$ cat src/rtl/bcd_run_ctrl_pkg.sv
// Shared types and constants for the run/pause/clear BCD counter:
// state encoding, digit limits and the single-digit step helper.
package bcd_run_pkg;

  typedef enum logic [1:0] {
    IDLE  = 2'b00,
    RUN   = 2'b01,
    PAUSE = 2'b10
  } run_state_t;

  localparam logic [3:0] BCD_MAX    = 4'd9;
  localparam logic [3:0] BCD_MIN    = 4'd0;
  localparam int         NUM_DIGITS = 4;
  localparam int         NUM_KEYS   = 2;
  localparam int         KEY_RUN    = 0;
  localparam int         KEY_CLR    = 1;
  localparam int         DBNC_CNT_W = 16;

  typedef struct packed {
    logic       carry;
    logic [3:0] digit;
  } digit_step_t;

  // One digit of the carry/borrow chain; carry out means this digit rolled over.
  function automatic digit_step_t bcd_digit_step(
    input logic [3:0] digit,
    input logic       en,
    input logic       down
  );
    digit_step_t res;
    res.carry = 1'b0;
    res.digit = digit;
    if (en) begin
      if (down) begin
        if (digit == BCD_MIN) begin
          res.digit = BCD_MAX;
          res.carry = 1'b1;
        end else begin
          res.digit = digit - 4'd1;
        end
      end else begin
        if (digit >= BCD_MAX) begin
          res.digit = BCD_MIN;
          res.carry = 1'b1;
        end else begin
          res.digit = digit + 4'd1;
        end
      end
    end
    return res;
  endfunction

endpackage

$ cat src/rtl/bcd_run_ctrl_if.sv
// Front-panel keys, direction level and the BCD count bundle that feeds
// the display scan logic.
interface bcd_run_ctrl_if;
  logic        key_run;
  logic        key_clr;
  logic        dir;
  logic [15:0] num;
  logic        running;
  logic        wrap;

  modport master (
    output key_run,
    output key_clr,
    output dir,
    input  num,
    input  running,
    input  wrap
  );

  modport slave (
    input  key_run,
    input  key_clr,
    input  dir,
    output num,
    output running,
    output wrap
  );
endinterface

$ cat src/rtl/bcd_run_ctrl_debounce.sv
// Two-flop synchronizer plus stability-counter debouncer for one raw key;
// emits a single-cycle pulse when the accepted level rises.
module key_debounce
  import bcd_run_pkg::*;
#(
  parameter int DEBOUNCE_CYCLES = 16
) (
  input  logic clk,
  input  logic rst_n,
  input  logic key,
  output logic press
);

  localparam logic [DBNC_CNT_W-1:0] CNT_LAST = DBNC_CNT_W'(DEBOUNCE_CYCLES);

  logic [1:0]            sync_reg;
  logic [DBNC_CNT_W-1:0] cnt_reg;
  logic [DBNC_CNT_W-1:0] cnt_next;
  logic                  level_reg;
  logic                  level_next;
  logic                  press_reg;
  logic                  press_next;
  logic                  key_sync;

  assign key_sync = sync_reg[1];

  // Counter tracks how long the synchronized key has disagreed with the
  // accepted level; any agreement (a bounce back) starts it over.
  always_comb begin
    cnt_next   = cnt_reg;
    level_next = level_reg;
    press_next = 1'b0;
    if (key_sync == level_reg) begin
      cnt_next = '0;
    end else if (cnt_reg == CNT_LAST) begin
      cnt_next   = '0;
      level_next = key_sync;
      press_next = key_sync;
    end else begin
      cnt_next = cnt_reg + DBNC_CNT_W'(1);
    end
  end

  always_ff @(posedge clk) begin
    if (!rst_n) begin
      sync_reg  <= '0;
      cnt_reg   <= '0;
      level_reg <= 1'b0;
      press_reg <= 1'b0;
    end else begin
      sync_reg  <= {sync_reg[0], key};
      cnt_reg   <= cnt_next;
      level_reg <= level_next;
      press_reg <= press_next;
    end
  end

  assign press = press_reg;

endmodule

$ cat src/rtl/bcd_run_ctrl.sv
// Operator-controlled 4-digit BCD up/down counter: debounced run/clear keys,
// run/pause/clear state machine, rate prescaler and the digit carry chain.
module bcd_run_ctrl
  import bcd_run_pkg::*;
#(
  parameter int DEBOUNCE_CYCLES = 16,
  parameter int TICK_DIV        = 50000
) (
  input  logic          clk,
  input  logic          rst_n,
  bcd_run_ctrl_if.slave bus
);

  localparam int                  PRESC_W    = (TICK_DIV > 1) ? $clog2(TICK_DIV) : 1;
  localparam logic [PRESC_W-1:0]  PRESC_LAST = PRESC_W'(TICK_DIV - 1);

  logic [NUM_KEYS-1:0] key_raw;
  logic [NUM_KEYS-1:0] key_press;
  logic                run_press;
  logic                clr_press;

  logic [1:0]          dir_sync_reg;
  logic                dir_down;

  run_state_t          state_reg;
  run_state_t          state_next;
  logic [PRESC_W-1:0]  presc_reg;
  logic [PRESC_W-1:0]  presc_next;
  logic [15:0]         num_reg;
  logic [15:0]         num_next;
  logic                wrap_reg;
  logic                wrap_next;
  logic                running_reg;
  logic                running_next;

  logic                step;
  logic [NUM_DIGITS:0] carry;
  logic [15:0]         chain_num;

  assign key_raw[KEY_RUN] = bus.key_run;
  assign key_raw[KEY_CLR] = bus.key_clr;

  genvar gi;
  generate
    for (gi = 0; gi < NUM_KEYS; gi++) begin : g_key
      key_debounce #(
        .DEBOUNCE_CYCLES(DEBOUNCE_CYCLES)
      ) u_debounce (
        .clk   (clk),
        .rst_n (rst_n),
        .key   (key_raw[gi]),
        .press (key_press[gi])
      );
    end
  endgenerate

  assign run_press = key_press[KEY_RUN];
  assign clr_press = key_press[KEY_CLR];
  assign dir_down  = dir_sync_reg[1];

  // The chain always computes the "stepped" value; step only selects it.
  assign carry[0] = 1'b1;
  generate
    for (gi = 0; gi < NUM_DIGITS; gi++) begin : g_digit
      digit_step_t res;
      assign res = bcd_digit_step(num_reg[gi*4 +: 4], carry[gi], dir_down);
      assign chain_num[gi*4 +: 4] = res.digit;
      assign carry[gi+1]          = res.carry;
    end
  endgenerate

  // A clear press suppresses the step so a clear never reports a wrap.
  assign step = (state_reg == RUN) && (presc_reg == PRESC_LAST) && !clr_press;

  always_comb begin
    state_next = state_reg;
    case (state_reg)
      IDLE:    if (run_press) state_next = RUN;
      RUN:     if (run_press) state_next = PAUSE;
      PAUSE:   if (run_press) state_next = RUN;
      default: state_next = IDLE;
    endcase
    if (clr_press) begin
      state_next = IDLE;
    end
    running_next = (state_next == RUN);
  end

  always_comb begin
    presc_next = presc_reg;
    num_next   = num_reg;
    wrap_next  = 1'b0;
    case (state_reg)
      RUN: begin
        presc_next = (presc_reg == PRESC_LAST) ? '0 : presc_reg + PRESC_W'(1);
        if (step) begin
          num_next  = chain_num;
          wrap_next = carry[NUM_DIGITS];
        end
      end
      PAUSE: begin
      end
      default: begin
        presc_next = '0;
        num_next   = '0;
      end
    endcase
    if (clr_press) begin
      presc_next = '0;
      num_next   = '0;
      wrap_next  = 1'b0;
    end
  end

  always_ff @(posedge clk) begin
    if (!rst_n) begin
      state_reg    <= IDLE;
      presc_reg    <= '0;
      num_reg      <= '0;
      wrap_reg     <= 1'b0;
      running_reg  <= 1'b0;
      dir_sync_reg <= '0;
    end else begin
      state_reg    <= state_next;
      presc_reg    <= presc_next;
      num_reg      <= num_next;
      wrap_reg     <= wrap_next;
      running_reg  <= running_next;
      dir_sync_reg <= {dir_sync_reg[0], bus.dir};
    end
  end

  assign bus.num     = num_reg;
  assign bus.running = running_reg;
  assign bus.wrap    = wrap_reg;

endmodule

$ cat src/flat_wrapper.sv
// flat-port wrapper written by rule: the top's interface ports become plain ports
module bcd_run_ctrl_flat import bcd_run_pkg::*;
#(
  parameter int DEBOUNCE_CYCLES = 16,
  parameter int TICK_DIV        = 50000
)
  (clk, rst_n, bus_key_run, bus_key_clr, bus_dir, bus_num, bus_running, bus_wrap);
  bcd_run_ctrl_if bus_i ();
  input  logic clk;
  input  logic rst_n;
  input wire logic [$bits(bus_i.key_run)-1:0] bus_key_run;
  input wire logic [$bits(bus_i.key_clr)-1:0] bus_key_clr;
  input wire logic [$bits(bus_i.dir)-1:0] bus_dir;
  output wire logic [$bits(bus_i.num)-1:0] bus_num;
  output wire logic [$bits(bus_i.running)-1:0] bus_running;
  output wire logic [$bits(bus_i.wrap)-1:0] bus_wrap;
  assign bus_i.key_run = bus_key_run;
  assign bus_i.key_clr = bus_key_clr;
  assign bus_i.dir = bus_dir;
  assign bus_num = bus_i.num;
  assign bus_running = bus_i.running;
  assign bus_wrap = bus_i.wrap;
  bcd_run_ctrl #(.DEBOUNCE_CYCLES(DEBOUNCE_CYCLES), .TICK_DIV(TICK_DIV)) u_core (.clk(clk), .rst_n(rst_n), .bus(bus_i));
endmodule
$ cat config.mk
export PLATFORM = sky130hd
export DESIGN_NAME = bcd_run_ctrl_flat
export DESIGN_NICKNAME = d
export VERILOG_FILES = /design/src/rtl/bcd_run_ctrl_pkg.sv /design/src/rtl/bcd_run_ctrl_if.sv /design/src/rtl/bcd_run_ctrl_debounce.sv /design/src/rtl/bcd_run_ctrl.sv /design/src/flat_wrapper.sv
export SDC_FILE = /design/constraint.sdc
export NUM_CORES = 1
export LEC_CHECK = 0
export ABC_AREA = 0
export CORE_UTILIZATION = 60
export DETAILED_ROUTE_END_ITERATION = 8
export PLACE_DENSITY = 0.82
export SKIP_CTS_REPAIR_TIMING = 1
export SLEW_MARGIN = 10
export SYNTH_ARGS = -nofsm -noshare
export SYNTH_HDL_FRONTEND = slang
export SYNTH_HIERARCHICAL = 1
export SYNTH_SLANG_ARGS = --single-unit
$ cat constraint.sdc
create_clock -name clk -period 2.9 [get_ports clk]
set_input_delay 0.87 -clock clk [delete_from_list [all_inputs] [get_ports clk]]
set_output_delay 0.87 -clock clk [all_outputs]
set_load 0.02 [all_outputs]
After elaboration in Yosys (flattened, before gate mapping)
Index checks and enable logic that the tools add are counted.
{"block": "totals", "ff_bits": 78, "in_bits": 5, "output_inout_bits": 18, "word_cells": 105}
{"block": "classes", "add_sub_neg": 11, "n_lt_le_gt_ge": 4, "n_eq_ne": 12, "muxes": 31, "n_bitwise": 9, "reduce_logical": 21}
{"cell": "case mux 16 bit (2 select lines)", "n": 2}
{"cell": "adder 16 x 1 -> 16 bit (second input constant)", "n": 3}
{"cell": "2-to-1 mux 4 bit", "n": 9}
{"cell": "equality test 16 x 5 -> 1 bit (second input constant)", "n": 2}
{"cell": "2-to-1 mux 16 bit", "n": 2}
{"cell": "2-to-1 mux 5 bit", "n": 6}
{"cell": "adder 4 x 1 -> 4 bit (second input constant)", "n": 4}
{"cell": "equality test 16 bit (second input constant)", "n": 1}
{"cell": ">= comparator 4 bit (second input constant)", "n": 4}
{"cell": "zero test 4 bit", "n": 4}
{"cell": "subtractor 4 x 1 -> 4 bit (second input constant)", "n": 4}
{"cell": "OR reduction 3 bit", "n": 4}
{"cell": "NOT 1 bit", "n": 9}
{"cell": "AND reduction 3 bit", "n": 3}
{"cell": "2-to-1 mux 1 bit", "n": 8}
{"cell": "inequality test 2 x 1 -> 1 bit (second input constant)", "n": 4}
{"cell": "2-to-1 mux 2 bit", "n": 3}
{"cell": "AND reduction 2 bit", "n": 3}
{"cell": "OR reduction 5 bit", "n": 1}
{"cell": "equality test 2 x 1 -> 1 bit (second input constant)", "n": 2}
{"cell": "case mux 2 bit (2 select lines)", "n": 1}
{"cell": "OR reduction 2 bit", "n": 2}
{"cell": "equality test 1 bit", "n": 2}
{"cell": "equality test 2 bit (second input constant)", "n": 1}
{"cell": "other kinds (3)", "n": 4}

Depth between registers and ports, before layout
{"block": "logic_depth", "depth_word": 8, "mapped_depth": 8, "ltp_nobuf": 7}

Modules after synthesis
Netlist, hierarchy kept.
{"module": "bcd_run_ctrl", "n_inst": 1, "cells_per_inst": 329, "area_each_um2": 2602.5, "seq_area_each_um2": 760.7}
{"module": "key_debounce", "n_inst": 2, "cells_per_inst": 97, "area_each_um2": 873.3, "seq_area_each_um2": 400.4}

Worst setup path after synthesis
Ideal clock, no wire load.
{"block": "synth_path", "kind": "flip-flop to flip-flop", "from": "reg u_core.num_reg[4] (netlist: u_core/bus.num[4])", "to": "reg u_core.num_reg[14] (netlist: u_core/bus.num[14])", "setup_ps": 116, "arrival_ps": 2201, "path_slack_ps": 584, "stages_incl_launch_ff": 9, "synth_period_minus_slack_ps": 2316, "cell_sequence": "dfxtp_1 > inv_1 > ha_1 > buf_6 > or3b_2 > a32oi_2 > or4b_1 > a21o_1 > a31o_1"}
{"block": "synth_between", "elab_chain_len": 7}
{"element": "start, declared", "line_no": "bcd_run_ctrl.sv:29", "rtl": "logic [15:0] num_reg;"}
{"element": "start signal, assigned", "line_no": "bcd_run_ctrl.sv:126", "rtl": "num_reg <= num_next;"}
{"element": ">= comparator 4 bit / zero test 4 bit (equally long branches)", "line_no": "bcd_run_ctrl_pkg.sv:42, bcd_run_ctrl_pkg.sv:35"}
{"element": "2-to-1 mux 1 bit (on tied branches)", "line_no": "bcd_run_ctrl_pkg.sv:42, bcd_run_ctrl_pkg.sv:35"}
{"element": "2-to-1 mux 5 bit *", "line_no": "bcd_run_ctrl_pkg.sv:34", "rtl": "if (down) begin"}
{"element": "2-to-1 mux 5 bit * (2 in series)", "line_no": "bcd_run_ctrl_pkg.sv:33", "rtl": "if (en) begin"}
{"element": "inequality test 2 x 1 -> 1 bit (no line) *"}
{"element": "AND reduction 3 bit (no line) *"}
Mark *: on every way between the ends. The rest lies on a longest branch, timed or not. The select of a mux whose other input is x is not followed.
A chain may end at the register's enable or synchronous reset.

Worst setup path after layout
{"block": "layout_path", "from": "reg u_core.num_reg[3] (netlist: u_core/bus.num[3])", "to": "out bus_num[3]"}
{"element": "end, declared", "line_no": "flat_wrapper.sv:14", "rtl": "output wire logic [$bits(bus_i.num)-1:0] bus_num;"}
No word-level cell between the ends.

==> flow_summary.ini <==
[timing]
fin_ws_ns = 0.429
maxSlewViolCount = 0
tns_ns = 0
rsz0062_at_grt = no
hold_viol_final = 0
min_period_ns = 2.47
fmax_mhz = 405
setup_viol = 0
holdWs_ns = 0.440
max-slew-margin-rel = 0.358
fin_skew_ns = 0.0129
tightest_slew_ns = 0.959
period_share = 0.852

[global_route]
grt_max_degree = 22
grt_first_pass_wirelength_mm = 15.1
grt.overflow.total = 0
grt_use_total = 0.248
grt_antenna_before_repair = 0
grt_pass1_vias = 3440

[detailed_routing]
dr_total_vias = 3879
drtIter0Drc = 329
firstDrtPassIters = 5
wl_mm = 9.09
wl_per_cell_um = 14.1
drc = 0
antenna_left = 0
viasPerCell = 6.02

[floorplan]
rows = 30
fp.dieW_um = 87.1
ios = 23
placeableCoreArea_mm2 = 0.00691
die_height_um = 87.1
initial_core_util = 0.630
dieArea_mm2 = 0.00759

[clock_tree]
cts_buffers = 9
cts_max_path_buffers = 2
cts_sinks = 78
root_buffer = clkbuf_8
clkSlewWorstSetupHoldPaths_ns = 0.09
cts_tree = yes
clk_latency_ns = 0.35
cts_htree_levels = 3

[setup_path]
path_delay_family = buffers and inverters
r2r-end = u_core/bus.num[14]$_SDFFE_PP0P_
critPathSlowestCell = clkdlybuf4s50_1
cp.arrival_ns = 1.60
crit_path_start_kind = register
critical_path_peak_fanout = 13
path_cells = clkdlybuf4s50_1
path_class = register to output pin
r2r_start = u_core/bus.num[4]$_SDFFE_PP0P_
cp_num_cells = 1
r2r_slack_ns = 0.43
crit_start = u_core/bus.num[3]$_SDFFE_PP0P_
r2r_cells = 7
worstPathRequired_ns = 2.03
critPathBufInv = 1
max_stage_delay_ns = 0.68
end_kind = output pin
endpoint = bus_num[3]

[logic_synthesis]
yosysWarnings = 6
synth_edf_count = 0
ys.flop_type = dfxtp_1
synthTopCellsByArea = dfxtp_1 36%, nor2_1 5.5%, ha_1 5.2%
syn-instance-count = 523
synth_seq_cells = 78
synth_top_cells_by_count = 78 x dfxtp_1, 64 x nor2_1, 37 x nand2_1, 25 x a21oi_1, 25 x nor3_1
syn_area_mm2 = 0.00435
synth_top_cell_by_area = dfxtp_1
yosysUniqueCellTypes = 66
synth.avg_cell_area_um2 = 8.32
syn-num-nets = 546
synth_most_common_cell = dfxtp_1
ys_seq_area_frac = 0.359
async_flop_share = 0
yosysTopAreaCellShare = 0.359

[worst_hold_path]
min_path_cells = 1
hold_path.class = register to register
min_from = u_core/g_key[1].u_debounce/sync_reg[0]$_SDFF_PN0_

[place]
place_inst = 628
dp_hpwl_mm = 6.33
gp_congestion = 0.884
numPortBuffers = 22
pre_cts_slack_ns = 0.405

[power_and_ir_drop]
p_leak_uw = 0.00158
total_power_uw = 1960
vdd_drop_max_uv = 358
powerDensity_mw_per_mm2 = 403

[final_layout]
syn2layout_area_growth_pct = 11.5
largest_register_ffs = 32
drive_gt1_frac = 0.0839
antenna_cells = 0
final_nets = 566
instances_no_fill = 644

[flow_run]
cap_violations = 0

[outcome]
status = completed
-- worst min path at each step --
stage / slack (ns) / to
5_1_grt: 0.45 / u_core/g_key[0].u_debounce/sync_reg[1]$_SDFF_PN0_
3_5_place_dp: 0.42 / u_core/g_key[1].u_debounce/sync_reg[1]$_SDFF_PN0_
4_1_cts: 0.44 / u_core/g_key[0].u_debounce/sync_reg[1]$_SDFF_PN0_
3_3_place_gp: 0.41 / u_core/g_key[1].u_debounce/sync_reg[1]$_SDFF_PN0_
2_1_floorplan: 0.41 / u_core/dir_sync_reg[1]$_SDFF_PN0_
6_report: 0.44 / u_core/g_key[1].u_debounce/sync_reg[1]$_SDFF_PN0_
-- cell type report --
class                      count  area [um2]
clock inverter                 6        67.6
clock buffer                  10         138
inverter                      25        93.8
timing repair buffer          32         295
multi-input combinational    397        2570
tap                           96         120
sequential                    78        1560
fill                         576        2060
-- cells in the final DEF, fill, tap and decap left out, drive strengths merged, types with 7 or more instances in the layout --
| cell | instances |
|---|---|
| nor2b | 10 |
| buf | 10 |
| xor2 | 7 |
| a31oi | 7 |
| mux2i | 7 |
| nand3 | 26 |
| a21oi | 25 |
| nor4 | 16 |
| nor2 | 65 |
| nand4 | 14 |
| nor3 | 25 |
| o21ai | 22 |
| clkdlybuf4s50 | 22 |
| dfxtp | 78 |
| and2 | 9 |
| xnor2 | 24 |
| ha | 18 |
| inv | 26 |
| clkbuf | 10 |
| nand2 | 37 |
-- routing by layer --
metal	global-route usage	up-vias	part of all wire
met4	0.0730	0	0.0081
li1	-	1913	-
met5	0	-	0
met1	0.315	1835	0.46
met3	0.0635	12	0.050
met2	0.416	119	0.48
-- cell families after synthesis --
kind of cell               count (synthesis)  share of synthesized area
and+or+nand+nor                          247                      0.309
muxes                                     10                     0.0291
DFF                                       78                      0.359
adders and majority gates                 18                     0.0518
AOI/OAI and AO/OA                         91                      0.140
xor gates and xnor gates                  31                     0.0624
buffers and inverters                     48                     0.0489
-- report_power, final --
group	switching, uW	total [uW]	internal [uW]
sequential	5.49	1080	1070
combinational	25.8	46.5	20.7
clock	404	829	425
total	435	1960	1520
-- through the flow --
step	util	instance area, um2
2_1_floorplan	-	4350
3_5_place_dp	0.673	4650
3_3_place_gp	0.673	4650
6_report	0.702	4850
5_1_grt	0.702	4850
4_1_cts	0.702	4850
(Power assumes the default switching activity.)
